**src/rtl/transmitter_memory_if.sv**
```systemverilog
// Host load/start bus and receiver-facing write port of the transmitter buffer.
interface transmitter_memory_if #(
  parameter int unsigned DATA_WIDTH = 16,
  parameter int unsigned ADDR_WIDTH = 4
);
  logic                  LoadEnable;
  logic [ADDR_WIDTH-1:0] LoadAddress;
  logic [DATA_WIDTH-1:0] LoadData;
  logic                  Start;
  logic [ADDR_WIDTH-1:0] StartAddress;
  logic [ADDR_WIDTH:0]   WordCount;
  logic [ADDR_WIDTH-1:0] TxAddress;
  logic [DATA_WIDTH-1:0] TxData;
  logic                  TxWriteEnable;
  logic                  Busy;
  logic                  Done;

  modport master (
    output LoadEnable, LoadAddress, LoadData, Start, StartAddress, WordCount,
    input  TxAddress, TxData, TxWriteEnable, Busy, Done
  );

  modport slave (
    input  LoadEnable, LoadAddress, LoadData, Start, StartAddress, WordCount,
    output TxAddress, TxData, TxWriteEnable, Busy, Done
  );
endinterface

```
**src/rtl/transmitter_memory.sv**
```systemverilog
// Local 2^ADDR_WIDTH-word buffer that streams a wrap-around block of words to
// the receiver write port, holding each word for two clocks.
module transmitter_memory #(
  parameter int unsigned DATA_WIDTH = 16,
  parameter int unsigned ADDR_WIDTH = 4
) (
  input logic                clk,
  input logic                reset,
  transmitter_memory_if.slave bus
);
  localparam int unsigned DEPTH = 1 << ADDR_WIDTH;
  localparam logic [ADDR_WIDTH:0] MAX_COUNT = (ADDR_WIDTH+1)'(DEPTH);

  typedef enum logic [1:0] {IDLE, SETUP, HOLD, DONE} state_e;

  state_e                state_q, state_d;
  logic [DATA_WIDTH-1:0] mem_q [DEPTH];
  logic [ADDR_WIDTH-1:0] idx_q, idx_d;
  logic [ADDR_WIDTH:0]   cnt_q, cnt_d;
  logic [ADDR_WIDTH:0]   count_clamped;
  logic [ADDR_WIDTH-1:0] tx_addr_q, tx_addr_d;
  logic [DATA_WIDTH-1:0] tx_data_q, tx_data_d;
  logic                  we_q, we_d;
  logic                  busy_q, busy_d;
  logic                  done_q, done_d;

  assign count_clamped = (bus.WordCount > MAX_COUNT) ? MAX_COUNT : bus.WordCount;

  // Host writes only while idle; a same-cycle Start still reads the old word.
  always_ff @(posedge clk) begin
    if (!reset && state_q == IDLE && bus.LoadEnable) begin
      mem_q[bus.LoadAddress] <= bus.LoadData;
    end
  end

  always_ff @(posedge clk) begin
    if (reset) begin
      state_q   <= IDLE;
      idx_q     <= '0;
      cnt_q     <= '0;
      tx_addr_q <= '0;
      tx_data_q <= '0;
      we_q      <= 1'b0;
      busy_q    <= 1'b0;
      done_q    <= 1'b0;
    end else begin
      state_q   <= state_d;
      idx_q     <= idx_d;
      cnt_q     <= cnt_d;
      tx_addr_q <= tx_addr_d;
      tx_data_q <= tx_data_d;
      we_q      <= we_d;
      busy_q    <= busy_d;
      done_q    <= done_d;
    end
  end

  always_comb begin
    state_d = state_q;
    unique case (state_q)
      IDLE:  if (bus.Start) state_d = (count_clamped == '0) ? DONE : SETUP;
      SETUP: state_d = HOLD;
      HOLD:  state_d = (cnt_q > (ADDR_WIDTH+1)'(1)) ? SETUP : DONE;
      DONE:  state_d = IDLE;
      default: state_d = IDLE;
    endcase
  end

  // Registered outputs are computed one cycle ahead, so each word is loaded
  // on the edge that enters SETUP.
  always_comb begin
    idx_d     = idx_q;
    cnt_d     = cnt_q;
    tx_addr_d = tx_addr_q;
    tx_data_d = tx_data_q;
    we_d      = we_q;
    busy_d    = busy_q;
    done_d    = 1'b0;
    unique case (state_q)
      IDLE: begin
        if (bus.Start) begin
          cnt_d  = count_clamped;
          idx_d  = bus.StartAddress;
          busy_d = 1'b1;
          if (count_clamped == '0) begin
            done_d = 1'b1;
          end else begin
            tx_addr_d = bus.StartAddress;
            tx_data_d = mem_q[bus.StartAddress];
            we_d      = 1'b1;
          end
        end
      end
      SETUP: ;
      HOLD: begin
        if (cnt_q > (ADDR_WIDTH+1)'(1)) begin
          cnt_d     = cnt_q - (ADDR_WIDTH+1)'(1);
          idx_d     = idx_q + 1'b1;
          tx_addr_d = idx_d;
          tx_data_d = mem_q[idx_d];
        end else begin
          we_d   = 1'b0;
          done_d = 1'b1;
        end
      end
      DONE: begin
        busy_d = 1'b0;
      end
      default: ;
    endcase
  end

  assign bus.TxAddress     = tx_addr_q;
  assign bus.TxData        = tx_data_q;
  assign bus.TxWriteEnable = we_q;
  assign bus.Busy          = busy_q;
  assign bus.Done          = done_q;
endmodule

```
**src/flat_wrapper.sv**
```systemverilog
// flat-port wrapper written by rule: the top's interface ports become plain ports
module transmitter_memory_flat 
#(
  parameter int unsigned DATA_WIDTH = 16,
  parameter int unsigned ADDR_WIDTH = 4
)
  (clk, reset, bus_LoadEnable, bus_LoadAddress, bus_LoadData, bus_Start, bus_StartAddress, bus_WordCount, bus_TxAddress, bus_TxData, bus_TxWriteEnable, bus_Busy, bus_Done);
  transmitter_memory_if #(.DATA_WIDTH(DATA_WIDTH), .ADDR_WIDTH(ADDR_WIDTH)) bus_i ();
  input logic clk;
  input logic reset;
  input wire logic [$bits(bus_i.LoadEnable)-1:0] bus_LoadEnable;
  input wire logic [$bits(bus_i.LoadAddress)-1:0] bus_LoadAddress;
  input wire logic [$bits(bus_i.LoadData)-1:0] bus_LoadData;
  input wire logic [$bits(bus_i.Start)-1:0] bus_Start;
  input wire logic [$bits(bus_i.StartAddress)-1:0] bus_StartAddress;
  input wire logic [$bits(bus_i.WordCount)-1:0] bus_WordCount;
  output wire logic [$bits(bus_i.TxAddress)-1:0] bus_TxAddress;
  output wire logic [$bits(bus_i.TxData)-1:0] bus_TxData;
  output wire logic [$bits(bus_i.TxWriteEnable)-1:0] bus_TxWriteEnable;
  output wire logic [$bits(bus_i.Busy)-1:0] bus_Busy;
  output wire logic [$bits(bus_i.Done)-1:0] bus_Done;
  assign bus_i.LoadEnable = bus_LoadEnable;
  assign bus_i.LoadAddress = bus_LoadAddress;
  assign bus_i.LoadData = bus_LoadData;
  assign bus_i.Start = bus_Start;
  assign bus_i.StartAddress = bus_StartAddress;
  assign bus_i.WordCount = bus_WordCount;
  assign bus_TxAddress = bus_i.TxAddress;
  assign bus_TxData = bus_i.TxData;
  assign bus_TxWriteEnable = bus_i.TxWriteEnable;
  assign bus_Busy = bus_i.Busy;
  assign bus_Done = bus_i.Done;
  transmitter_memory #(.DATA_WIDTH(DATA_WIDTH), .ADDR_WIDTH(ADDR_WIDTH)) u_core (.clk(clk), .reset(reset), .bus(bus_i));
endmodule
```
**config.mk**
```make
export PLATFORM = sky130hd
export DESIGN_NAME = transmitter_memory_flat
export DESIGN_NICKNAME = d
export VERILOG_FILES = /design/src/rtl/transmitter_memory_if.sv /design/src/rtl/transmitter_memory.sv /design/src/flat_wrapper.sv
export SDC_FILE = /design/constraint.sdc
export NUM_CORES = 1
export LEC_CHECK = 0
export ABC_AREA = 1
export BUFFER_PORTS_ARGS = -buffer_cell sky130_fd_sc_hd__buf_2
export CORE_MARGIN = 2
export CORE_UTILIZATION = 25
export CTS_CLUSTER_SIZE = 30
export DETAILED_ROUTE_END_ITERATION = 6
export GPL_TIMING_DRIVEN = 0
export HOLD_SLACK_MARGIN = 0.05
export SYNTH_ARGS = -nofsm -noshare
export SYNTH_HDL_FRONTEND = slang
export SYNTH_SLANG_ARGS = --single-unit
```
**constraint.sdc**
```tcl
create_clock -name clk -period 6.8 [get_ports clk]
set_clock_uncertainty 0.1 [all_clocks]
set_input_delay 1.36 -clock clk [delete_from_list [all_inputs] [get_ports clk]]
set_output_delay 1.36 -clock clk [all_outputs]
set_load 0.005 [all_outputs]
```
Word-level counts from Yosys, hierarchy flattened
Memory sizes are Yosys's and may differ from the RTL's.
Index checks and enable logic that the tools add are counted.
Widths: inputs -> output; s select.
{"block": "totals", "output_inout_bits": 23, "mem_bits_rw": 256, "word_cells": 61, "regBits": 34, "mem_count": 1, "input_bits": 33}
{"block": "op_classes", "n_reduce_logical": 11, "n_eq_ne": 7, "muxes": 30, "n_lt_le_gt_ge": 2, "addsub": 2}
{"name": "u_core.mem_q", "words": 16, "width": 16, "rd": 2, "rd_clocked_by_memory_dff": 0, "wr": 1, "line": "transmitter_memory.sv:17", "rtl": "logic [DATA_WIDTH-1:0] mem_q [DEPTH];"}
{"op": "$mux 16", "n": 3}
{"op": "$pmux 16 s2", "n": 1}
{"op": "$mux 4", "n": 4}
{"op": "$pmux 4 s2", "n": 2}
{"op": "$mux 5", "n": 3}
{"op": "$pmux 5 s2", "n": 1}
{"op": "$mux 1", "n": 9}
{"op": "$pmux 2 s4", "n": 1}
{"op": "$reduce_and 4->1", "n": 2}
{"op": "$mux 2", "n": 3}
{"op": "$ne 2x2->1 const B", "n": 3}
{"op": "$pmux 1 s2", "n": 3}
{"op": "$gt 5x1->1 const B", "n": 1}
{"op": "$gt 5x5->1 const B", "n": 1}
{"op": "$logic_not 5->1", "n": 1}
{"op": "$sub 5x1->5 const B", "n": 1}
{"op": "$add 4x1->4 const B", "n": 1}
{"op": "$eq 2x2->1 const B", "n": 2}
{"op": "$reduce_bool 2->1", "n": 2}
{"op": "$reduce_and 3->1", "n": 1}
{"op": "$eq 2x1->1 const B", "n": 1}
{"op": "$logic_and 1x1->1", "n": 2}
{"op": "$logic_not 2->1", "n": 1}
{"op": "$ne 2x1->1 const B", "n": 1}
{"op": "other kinds (2)", "n": 2}

Longest topological paths before layout
{"block": "depth", "word_depth": 6, "mapped_depth": 13, "mapped_depth_nobuf": 11}

Worst setup path before layout
OpenSTA, ideal clock, no wires.
{"block": "synth_path", "path_kind": "input to register", "from": "in reset", "to": "mem u_core.mem_q[0][0], enable pin", "t_required_ps": 6312, "path_buffers": 1, "setup_time_ps": 388, "setup_slack_ps": 3570, "arrival_time_ps": 2742, "stages": 5, "cell_sequence": "clkbuf_1 -> inv_1 -> and3_1 -> nand3b_1 -> nor2_1"}
{"block": "synth_via", "elab_chain_len": 5}
{"element": "start: declaration", "line": "flat_wrapper.sv:10", "rtl": "input logic reset;"}
{"element": "$logic_not 1->1", "line": "transmitter_memory.sv:31", "rtl": "if (!reset && state_q == IDLE && bus.LoadEnable) begin"}
{"element": "$logic_and 1x1->1 (2 in series)", "line": "transmitter_memory.sv:31"}
{"element": "$mux 1", "line": "transmitter_memory.sv:31"}
{"element": "$mux 1 (not written as such)", "line": "transmitter_memory.sv:32", "rtl": "mem_q[bus.LoadAddress] <= bus.LoadData;"}
{"element": "end: declaration", "line": "transmitter_memory.sv:17"}
No other way between the ends.

Worst setup path after layout
{"block": "layout_path", "from": "in reset", "to": "mem u_core.mem_q[7][7], enable pin"}
Same word-level chain as after synthesis.

==> impl_metrics.env <==
export IMPL_cp_required_ns=6.98
export IMPL_grt_overflow=0
export IMPL_swShare_pct=30.2
export IMPL_drcViolationCount=0
export IMPL_area_delta_synth_final_pct=16.9
export IMPL_via_per_inst=4.92
export IMPL_wl_per_cell_um=21.4
export IMPL_grt_max_degree=17
export IMPL_seq_power_share_pct=44.0
export IMPL_layout_drive_gt1_share_pct=11.0
export IMPL_clock_power_share_pct=38.2
export IMPL_finalMaxSlewViolations=0
export IMPL_clk_insertion_delay_late_ns=0.60
export IMPL_diodes=0
export IMPL_crit_buf_inv=3
export IMPL_post_cts_resized=0
export IMPL_ys_types=27
export IMPL_synth_nets=1900
export IMPL_rsz0062_at_grt="false"
export IMPL_mostFrequentLayoutCells="603 x nand2_1, 408 x nand3_1, 273 x inv_1, 256 x edfxtp_1, 109 x buf_2"
export IMPL_power_total_mw=4.51
export IMPL_crit_chain="clkbuf_1 > inv_1 > and3_1 > nand3_1 > nor2_2 > buf_8"
export IMPL_ys_warn_count=0
export IMPL_min_path_type="flop to flop"
export IMPL_synth_seq_cells=290
export IMPL_critPathLaunch="reset"
export IMPL_synth_ff_type="edfxtp_1"
export IMPL_antenna_found_initial=3
export IMPL_postRouteAntennaNets=0
export IMPL_period_minus_slack_ns=3.79
export IMPL_numCtsBuffers=31
export IMPL_port_buffers=51
export IMPL_h_tree_depth=1
export IMPL_crit_arrival_ns=3.97
export IMPL_combPwrFrac_pct=17.8
export IMPL_synth_edf_count=256
export IMPL_startpoint_type="primary input"
export IMPL_cts_setup_buffers=0
export IMPL_clockBufferDepth=3
export IMPL_setup_tns_ns=0
export IMPL_syn_avg_cell_area_um2=8.14
export IMPL_crit_type="primary input to flop"
export IMPL_synth_area_um2=15200
export IMPL_nFillCells=6435
export IMPL_first_pass_iters=5
export IMPL_layout_nets=2000
export IMPL_hold_viol=0
export IMPL_synth_area_leader_cell="edfxtp_1"
export IMPL_p_int_mw=3.15
export IMPL_dieWidth_um=250
export IMPL_dp_cells=2713
export IMPL_cp_top_family="simple AND/OR/NAND/NOR gates"
export IMPL_grt_pass1_vias=12400
export IMPL_regToRegStartpoint="u_core.idx_q[1]$_SDFFE_PP0P_"
export IMPL_cts_hold_buf=0
export IMPL_vias=13600
export IMPL_die_area_um2=62700
export IMPL_drtIter0Drc=1994
export IMPL_netlist_area_leader_share_pct=50.7
export IMPL_track_usage_pct=18.5
export IMPL_cap_violations=0
export IMPL_synth_area_top_cells="edfxtp_1 51%, nand2_1 15%, nand3_1 13%"
export IMPL_max_slew_margin_pct=20.8
export IMPL_ir_drop_mv=0.194
export IMPL_io_pins=56
export IMPL_max_freq_ghz=0.264
export IMPL_gp_congestion=0.977
export IMPL_worst_pin_slew_ns=1.19
export IMPL_worstHoldStart="u_core.bus.TxWriteEnable$_SDFFE_PP0P_"
export IMPL_cts_tree="yes"
export IMPL_start_util_pct=25.2
export IMPL_status="finished, final reports clean"
export IMPL_endpoint_kind="flop"
export IMPL_grt_pass1_wl_um=84900
export IMPL_wirelength_um=59300
export IMPL_hpwl_um=42100
export IMPL_power_density_nw_per_um2=254
export IMPL_rows=90
export IMPL_whs_ns=0.348
export IMPL_critPathSlowestCell="nor2_2"
export IMPL_cp_max_fo=10
export IMPL_synthArstFlopShare_pct=0
export IMPL_slowest_delay_ns=0.71
export IMPL_utilization_pct=29.5
export IMPL_p_leak_nw=7.76
export IMPL_final_cell_count_no_fill=2771
export IMPL_syn_inst=1864
export IMPL_final_common_cell="nand2_1"
export IMPL_clock_sinks=290
export IMPL_report_final_setup_viol=0
export IMPL_switchingPower_mw=1.36
export IMPL_post_route_period_util_pct=55.7
export IMPL_coreArea_um2=60100
export IMPL_root_buffer="clkbuf_16"
export IMPL_path_clk_slew_ns=0.06
export IMPL_die_h_um=250
export IMPL_seq_area_frac_synth_pct=55.1
## metrics by stage
stage               instance area [um^2]  setup slack [ns]
floorplan                          15200              3.57
global placement                   16400              1.72
detailed placement                 16700              2.67
CTS                                17700              3.27
global route                       17700              3.01
finish                             17700              3.01
## cell usage after synthesis (6+ instances only)
| library cell | number |
|---|---|
| nor2_1 | 47 |
| buf_1 | 10 |
| nand3_1 | 408 |
| a21oi_1 | 36 |
| buf_4 | 10 |
| inv_1 | 273 |
| edfxtp_1 | 256 |
| buf_2 | 58 |
| clkinv_1 | 9 |
| nand2_1 | 603 |
| dfxtp_1 | 34 |
| inv_2 | 6 |
| clkbuf_1 | 34 |
| o211ai_1 | 18 |
| o21ai_0 | 43 |
## state kept, by name, indices dropped and copies added, names as in the netlist
name	cells
u_core.idx_q	4
u_core.cnt_q	5
u_core.mem_q	256
u_core.state_q	2
u_core.bus.TxAddress	4
u_core.bus.Busy	1
u_core.bus.TxData	16
u_core.bus.Done	1
u_core.bus.TxWriteEnable	1
## worst min-delay path, stage by stage, from the launching register on
cell	delay (ns)
dfxtp_1	0.31
inv_1	0.05
a21oi_1	0.05
## cells by family after synthesis
kind of cell / share of synthesized area, %
simple gates: 29.9
fa+ha+maj: 0.247
buf+inv: 10.7
flops: 55.1
compound gates: 3.69
xor+xnor: 0.355
## per-layer routing
metal / GRT usage, % / vias up / wire length, um
met3: 4.56 / 146 / 7550
li1: - / 6248 / -
met4: 7.20 / 4 / 2430
met2: 27.0 / 901 / 24400
met1: 26.3 / 6338 / 24800
met5: 0 / - / 23
## worst paths after layout
check                                          endpoint  cells after the start  slack, ns
setup / recovery           u_core.mem_q[7][7]$_DFFE_PP_                      6       3.01
hold / removal    u_core.bus.TxWriteEnable$_SDFFE_PP0P_                      2       0.35
setup reg to reg      u_core.bus.TxData[1]$_SDFFE_PP0P_                      8       3.99
hold reg to reg   u_core.bus.TxWriteEnable$_SDFFE_PP0P_                      2       0.35
## power by group through the flow
stage	clock [mW]	combinational (mW)	sequential, mW
after global placement	0	0.769	2.02
after detailed placement	0	0.774	2.02
final	1.73	0.804	1.98
after CTS	1.73	0.777	1.98
after global routing	1.80	0.849	1.99
after floorplan	0	0.440	2.02
## layout make-up
type                       instances  area, um^2  share of cell area (%)
sequential                       290        8370                    47.2
multi-input combinational       1173        5230                    29.4
inverter                         288        1080                    6.09
tap                              782         978                    5.51
clock buffer                      41         866                    4.88
buffer                           113         542                    3.05
timing repair buffer              67         533                    3.00
clock inverter                    17         151                   0.853
(Power assumes the default switching activity.)
